===== src/rtl/sc_fifo.sv =====
// Single-clock first-word-fall-through FIFO with wrap-bit pointers, status flags,
// synchronous flush and optional same-cycle pass-through when empty.
module sc_fifo #(
  parameter bit PASS_THRU  = 1'b0,
  parameter int ADDR_WIDTH = 8,
  parameter int DATA_WIDTH = 8
) (
  input  logic                  aclk,
  input  logic                  srst,
  input  logic                  flush,
  input  logic [DATA_WIDTH-1:0] data_in,
  input  logic                  push,
  output logic                  full,
  output logic                  afull,
  output logic [DATA_WIDTH-1:0] data_out,
  input  logic                  pull,
  output logic                  empty,
  output logic                  aempty
);

  localparam int DEPTH = 1 << ADDR_WIDTH;
  localparam logic [ADDR_WIDTH:0] PTR_ONE     = (ADDR_WIDTH+1)'(1);
  localparam logic [ADDR_WIDTH:0] AFULL_COUNT = (ADDR_WIDTH+1)'(DEPTH - 1);

  logic [DATA_WIDTH-1:0] mem [DEPTH];
  logic [ADDR_WIDTH:0]   wptr;
  logic [ADDR_WIDTH:0]   rptr;
  logic [ADDR_WIDTH:0]   count;
  logic                  reg_empty;
  logic                  reg_full;
  logic                  bypass;
  logic                  push_ok;
  logic                  pull_ok;

  assign reg_empty = (wptr == rptr);
  assign reg_full  = (wptr[ADDR_WIDTH-1:0] == rptr[ADDR_WIDTH-1:0]) &&
                     (wptr[ADDR_WIDTH] != rptr[ADDR_WIDTH]);
  assign count     = wptr - rptr;

  // A push+pull into an empty pass-through FIFO is consumed on the wire and never stored.
  assign bypass  = PASS_THRU && reg_empty && push && pull;
  assign push_ok = push && !reg_full && !bypass;
  assign pull_ok = pull && !reg_empty;

  assign full   = reg_full;
  assign afull  = (count == AFULL_COUNT);
  assign aempty = (count == PTR_ONE);
  assign empty  = (PASS_THRU && reg_empty) ? !push : reg_empty;

  always_comb begin
    data_out = mem[rptr[ADDR_WIDTH-1:0]];
    if (PASS_THRU && reg_empty) data_out = data_in;
  end

  always_ff @(posedge aclk) begin
    if (srst || flush) begin
      wptr <= '0;
      rptr <= '0;
    end else begin
      if (push_ok) wptr <= wptr + PTR_ONE;
      if (pull_ok) rptr <= rptr + PTR_ONE;
    end
  end

  // Storage is never cleared; reset and flush only block the write.
  always_ff @(posedge aclk) begin
    if (!srst && !flush && push_ok) mem[wptr[ADDR_WIDTH-1:0]] <= data_in;
  end

endmodule


===== config.mk =====
export PLATFORM = sky130hd
export DESIGN_NAME = sc_fifo
export DESIGN_NICKNAME = d
export VERILOG_FILES = /design/src/rtl/sc_fifo.sv
export SDC_FILE = /design/constraint.sdc
export NUM_CORES = 2
export LEC_CHECK = 0
export ABC_AREA = 1
export CORE_UTILIZATION = 42
export CTS_CLUSTER_DIAMETER = 100
export DETAILED_ROUTE_END_ITERATION = 7
export HOLD_SLACK_MARGIN = 0.05
export MAX_ROUTING_LAYER = met4
export PLACE_DENSITY = 0.54
export SKIP_CTS_REPAIR_TIMING = 1
export SLEW_MARGIN = 15
export SYNTH_ARGS = -nofsm -noshare
export SYNTH_HDL_FRONTEND = slang
export SYNTH_SLANG_ARGS = --single-unit

===== constraint.sdc =====
create_clock -name aclk -period 3.6 [get_ports aclk]
set_input_delay 1.08 -clock aclk [delete_from_list [all_inputs] [get_ports aclk]]
set_output_delay 1.08 -clock aclk [all_outputs]
set_load 0.1 [all_outputs]

==> results_tabular.tex <==
\begin{tabular}{lr}
\hline
Metric & Value \\
\hline
\multicolumn{2}{l}{\textbf{Outcome}} \\
\quad Run status & complete, but fails checks \\
\quad Failing checks & negative setup slack \\
\multicolumn{2}{l}{\textbf{Clock tree}} \\
\quad Clk buf depth & 3 \\
\quad CTS tree & yes \\
\quad Count of H-tree levels built during CTS & 4 \\
\quad Clock-pin transition on the worst setup and hold timing paths & 0.06 ns \\
\quad Clock root buffer & sky130\_fd\_sc\_hd\_\_clkbuf\_16 \\
\quad Total clock buffers created by CTS & around 210 \\
\quad Sink Count & 2074 \\
\quad Later-pin clock latency in the skew report & 0.86 ns \\
\multicolumn{2}{l}{\textbf{Yosys}} \\
\quad Portion of the post-synthesis area used by sequential elements & 73.3\% \\
\quad Post-synthesis instance area & approximately 85000 sq um \\
\quad Mapped Cells & 7142 \\
\quad Warnings, synthesis & 0 \\
\quad Post-synth net total & $\sim$7k \\
\quad Synthesis-stage register bit count & 2074 \\
\quad Count of unique library cells instantiated by Yosys & 33 \\
\quad Average cell area after synthesis & about 12 sq um \\
\multicolumn{2}{l}{\textbf{Placement}} \\
\quad Placer Congestion & 0.930 \\
\quad DP HPWL & 153000 um \\
\quad Number of placed instances, taps included & 9956 \\
\quad Port-buffer cells & 24 \\
\multicolumn{2}{l}{\textbf{Die}} \\
\quad Ports placed on the boundary & 25 \\
\quad Initial Util & 42.3\% \\
\quad Core area & 200000 sq um \\
\quad Standard-cell rows & 164 \\
\quad Total die area & around 200000 sq um \\
\quad Vertical die dimension & 451 um \\
\quad Die Wd & 451 um \\
\multicolumn{2}{l}{\textbf{STA}} \\
\quad Worst slew pin tran & 0.954 ns \\
\quad Part of the cycle the worst path needs & 125\% \\
\quad Count of endpoints failing hold in the final timing report & 0 \\
\quad Worst setup slack after layout & -0.904 ns \\
\quad Aggregate negative setup slack & -7.86 ns \\
\quad Shortest clock period the worst path allows after layout & $\sim$4.5 ns \\
\quad Max Clock Skew & 0.0301 ns \\
\quad Worst relative slew slack & 36.2\% \\
\quad Maximum achievable frequency & 222 MHz \\
\quad Final number of setup-violating endpoints & 10 \\
\quad Count of final max-slew check failures & 0 \\
\quad Setup repair after global routing missed its margin & yes \\
\multicolumn{2}{l}{\textbf{Setup path}} \\
\quad Type of the worst setup path & reg2out \\
\quad Type of destination of the critical path & output pin \\
\quad Sort of element at the start of the critical path & flip-flop \\
\quad CP Data Arrival Time & 3.42 ns \\
\quad Critical path fanouts, max & 14 \\
\quad Required time at the endpoint of the critical path & around 2.5 ns \\
\multicolumn{2}{l}{\textbf{Global routing}} \\
\quad Total global routing track utilization & between 20 and 25\% \\
\quad Vias in the first global route & $\sim$55k \\
\quad Peak-usage layer in the global routing report & met2 \\
\quad Wire length of the first global-routing pass & 364000 um \\
\quad Total congestion overflow after global routing & 0 \\
\quad GRT met1 Usage & between 30 and 40\% \\
\quad Met3 Track Usage GR & 3.29\% \\
\quad Met2 Track Usage GR & around two fifths \\
\quad Maximum number of pins on one net before global-route repair & 94 \\
\quad Initial antenna violation count & 8 \\
\multicolumn{2}{l}{\textbf{Final layout}} \\
\quad Most frequent cells in the layout & 2101 x sky130\_fd\_sc\_hd\_\_nand2\_1, 2048 x sky130\_fd\_sc\_hd\_\_edfxtp\_1, 1840 x sky130\_fd\_sc\_hd\_\_nand3\_1 \\
\quad Most common cell after layout, fill and taps aside & sky130\_fd\_sc\_hd\_\_nand2\_1 \\
\quad Final Net Count & 7592 \\
\quad Area added between synthesis and finish & 20.4\% \\
\quad Final non-filler cell total & 10.4k \\
\quad Fraction of final layout cells with drive strength greater than 1 & between 10\% and 20\% \\
\quad Post-Route Utilization & 50.9\% \\
\multicolumn{2}{l}{\textbf{Pwr}} \\
\quad Leakage & roughly 0.036 uW \\
\quad Areal power density over the cells & 496 nW/um\^{}2 \\
\quad Max rail drop VDD & 444 uV \\
\multicolumn{2}{l}{\textbf{Drt}} \\
\quad Via Count & 57.3k \\
\quad Number of DRC markers after the initial detailed-route iteration & about 6k \\
\quad Number of iterations in the first detailed-routing pass & 6 \\
\quad Sum of routed wire length over all layers & roughly 250000 um \\
\quad Vias per cell & roughly 5.5 \\
\quad Mean routed wirelength per cell & approximately 24 um \\
\quad Remaining routing DRC violations & 0 \\
\quad Number of routed nets with antenna violations & 0 \\
\multicolumn{2}{l}{\textbf{Job}} \\
\quad Number of maximum-capacitance constraint violations & 0 \\
\multicolumn{2}{l}{\textbf{Worst hold path}} \\
\quad Hold crit path type & reg2reg \\
\hline
\end{tabular}
final cells by class:
type / count / area, sq um
Antenna cell: 1 / 2.50
Clock buffer: 271 / 5650
Clock inverter: 122 / 1130
Fill cell: 17300 / 98000
Inverter: 47 / 211
Multi-Input combinational cell: 4534 / 21500
Sequential cell: 2074 / 62100
Tap cell: 2656 / 3320
Timing Repair Buffer: 693 / 7930
report_power, final:
part | switching [uW] | internal [uW]
Sequential | 8.03 | 26500
Clock | 9350 | 12200
Combinational | 1630 | 753
Total | 11000 | 39500
kinds of logic after synthesis:
logic type / synth area share, %
AO/OA/AOI/OAI: 0.232
buffers and inverters: 2.92
AND/OR/NAND/NOR: 23.2
XOR/XNOR: 0.0932
adder cells (fa/ha/maj): 0.231
flip-flops: 73.3
worst paths after layout:
check	startpoint	endpoint	slack [ns]	cells past startpoint
max	flip-flop	data_out[4]	-0.90	16
min	rptr[8]	rptr[8]	0.52	2
max reg2reg	wptr[0]	mem[161][7]	0.61	12
min reg2reg	rptr[8]	rptr[8]	0.52	2
state kept, by name, indices dropped and copies added, names as in the netlist, named ones only:
register and count:
mem 2048, rptr 9, wptr 9
per-stage QoR:
step	total power (uW)	hold WS [ns]	cell area, sq um	worst slack, ns
6_report	50500	0.518	102000	-0.904
5_1_grt	51800	0.542	102000	-1.02
4_1_cts	50600	0.516	99400	-1.25
3_5_place_dp	29200	0.508	92600	-0.292
3_3_place_gp	29200	0.498	92600	-0.324
2_1_floorplan	28000	0.480	84600	0.183
synth_stat cells, drive strengths merged:
| cell type | n | area share [%] |
|---|---|---|
| o21ai | 15 | 0.089 |
| xor2 | 7 | 0.072 |
| dfxtp | 26 | 0.62 |
| nor3b | 1 | 0.0089 |
| a211oi | 1 | 0.0089 |
| or2 | 2 | 0.018 |
| nor4 | 2 | 0.015 |
| xnor2 | 2 | 0.021 |
| nand2 | 2130 | 9.5 |
| clkinv | 1 | 0.0044 |
| fa | 1 | 0.024 |
| buf | 349 | 2.1 |
| o311ai | 1 | 0.010 |
| edfxtp | 2048 | 73 |
| nand4 | 8 | 0.059 |
| ha | 14 | 0.21 |
| inv | 46 | 0.20 |
| clkbuf | 138 | 0.61 |
| a21oi | 21 | 0.12 |
| nor2 | 271 | 1.3 |
| nand3 | 2042 | 12 |
| nor3 | 16 | 0.11 |
critical path: stages, from the launching register on:
cell	delay [ns]
sky130_fd_sc_hd__dfxtp_4	0.46
sky130_fd_sc_hd__clkinv_8	0.16
sky130_fd_sc_hd__buf_12	0.16
sky130_fd_sc_hd__clkbuf_16	0.18
sky130_fd_sc_hd__buf_12	0.16
sky130_fd_sc_hd__nand2_1	0.09
sky130_fd_sc_hd__nand3_1	0.07
sky130_fd_sc_hd__nand3_1	0.08
sky130_fd_sc_hd__nand3_1	0.11
sky130_fd_sc_hd__nand3_1	0.14
sky130_fd_sc_hd__nand3_2	0.11
sky130_fd_sc_hd__nand3_4	0.16
sky130_fd_sc_hd__nand2_2	0.09
sky130_fd_sc_hd__nand2_1	0.13
sky130_fd_sc_hd__nand2_2	0.10
sky130_fd_sc_hd__buf_12	0.14
sky130_fd_sc_hd__buf_12	0.15
per-layer routing:
layer	vias to the layer above	routed length (um)	part of all wire, %
li1	26300	-	-
met1	28500	109000	43
met2	2088	120000	47
met3	425	16600	6.6
met4	0	7990	3.2
met5	-	0	0
No activity file was read; power rests on OpenSTA's default activity.
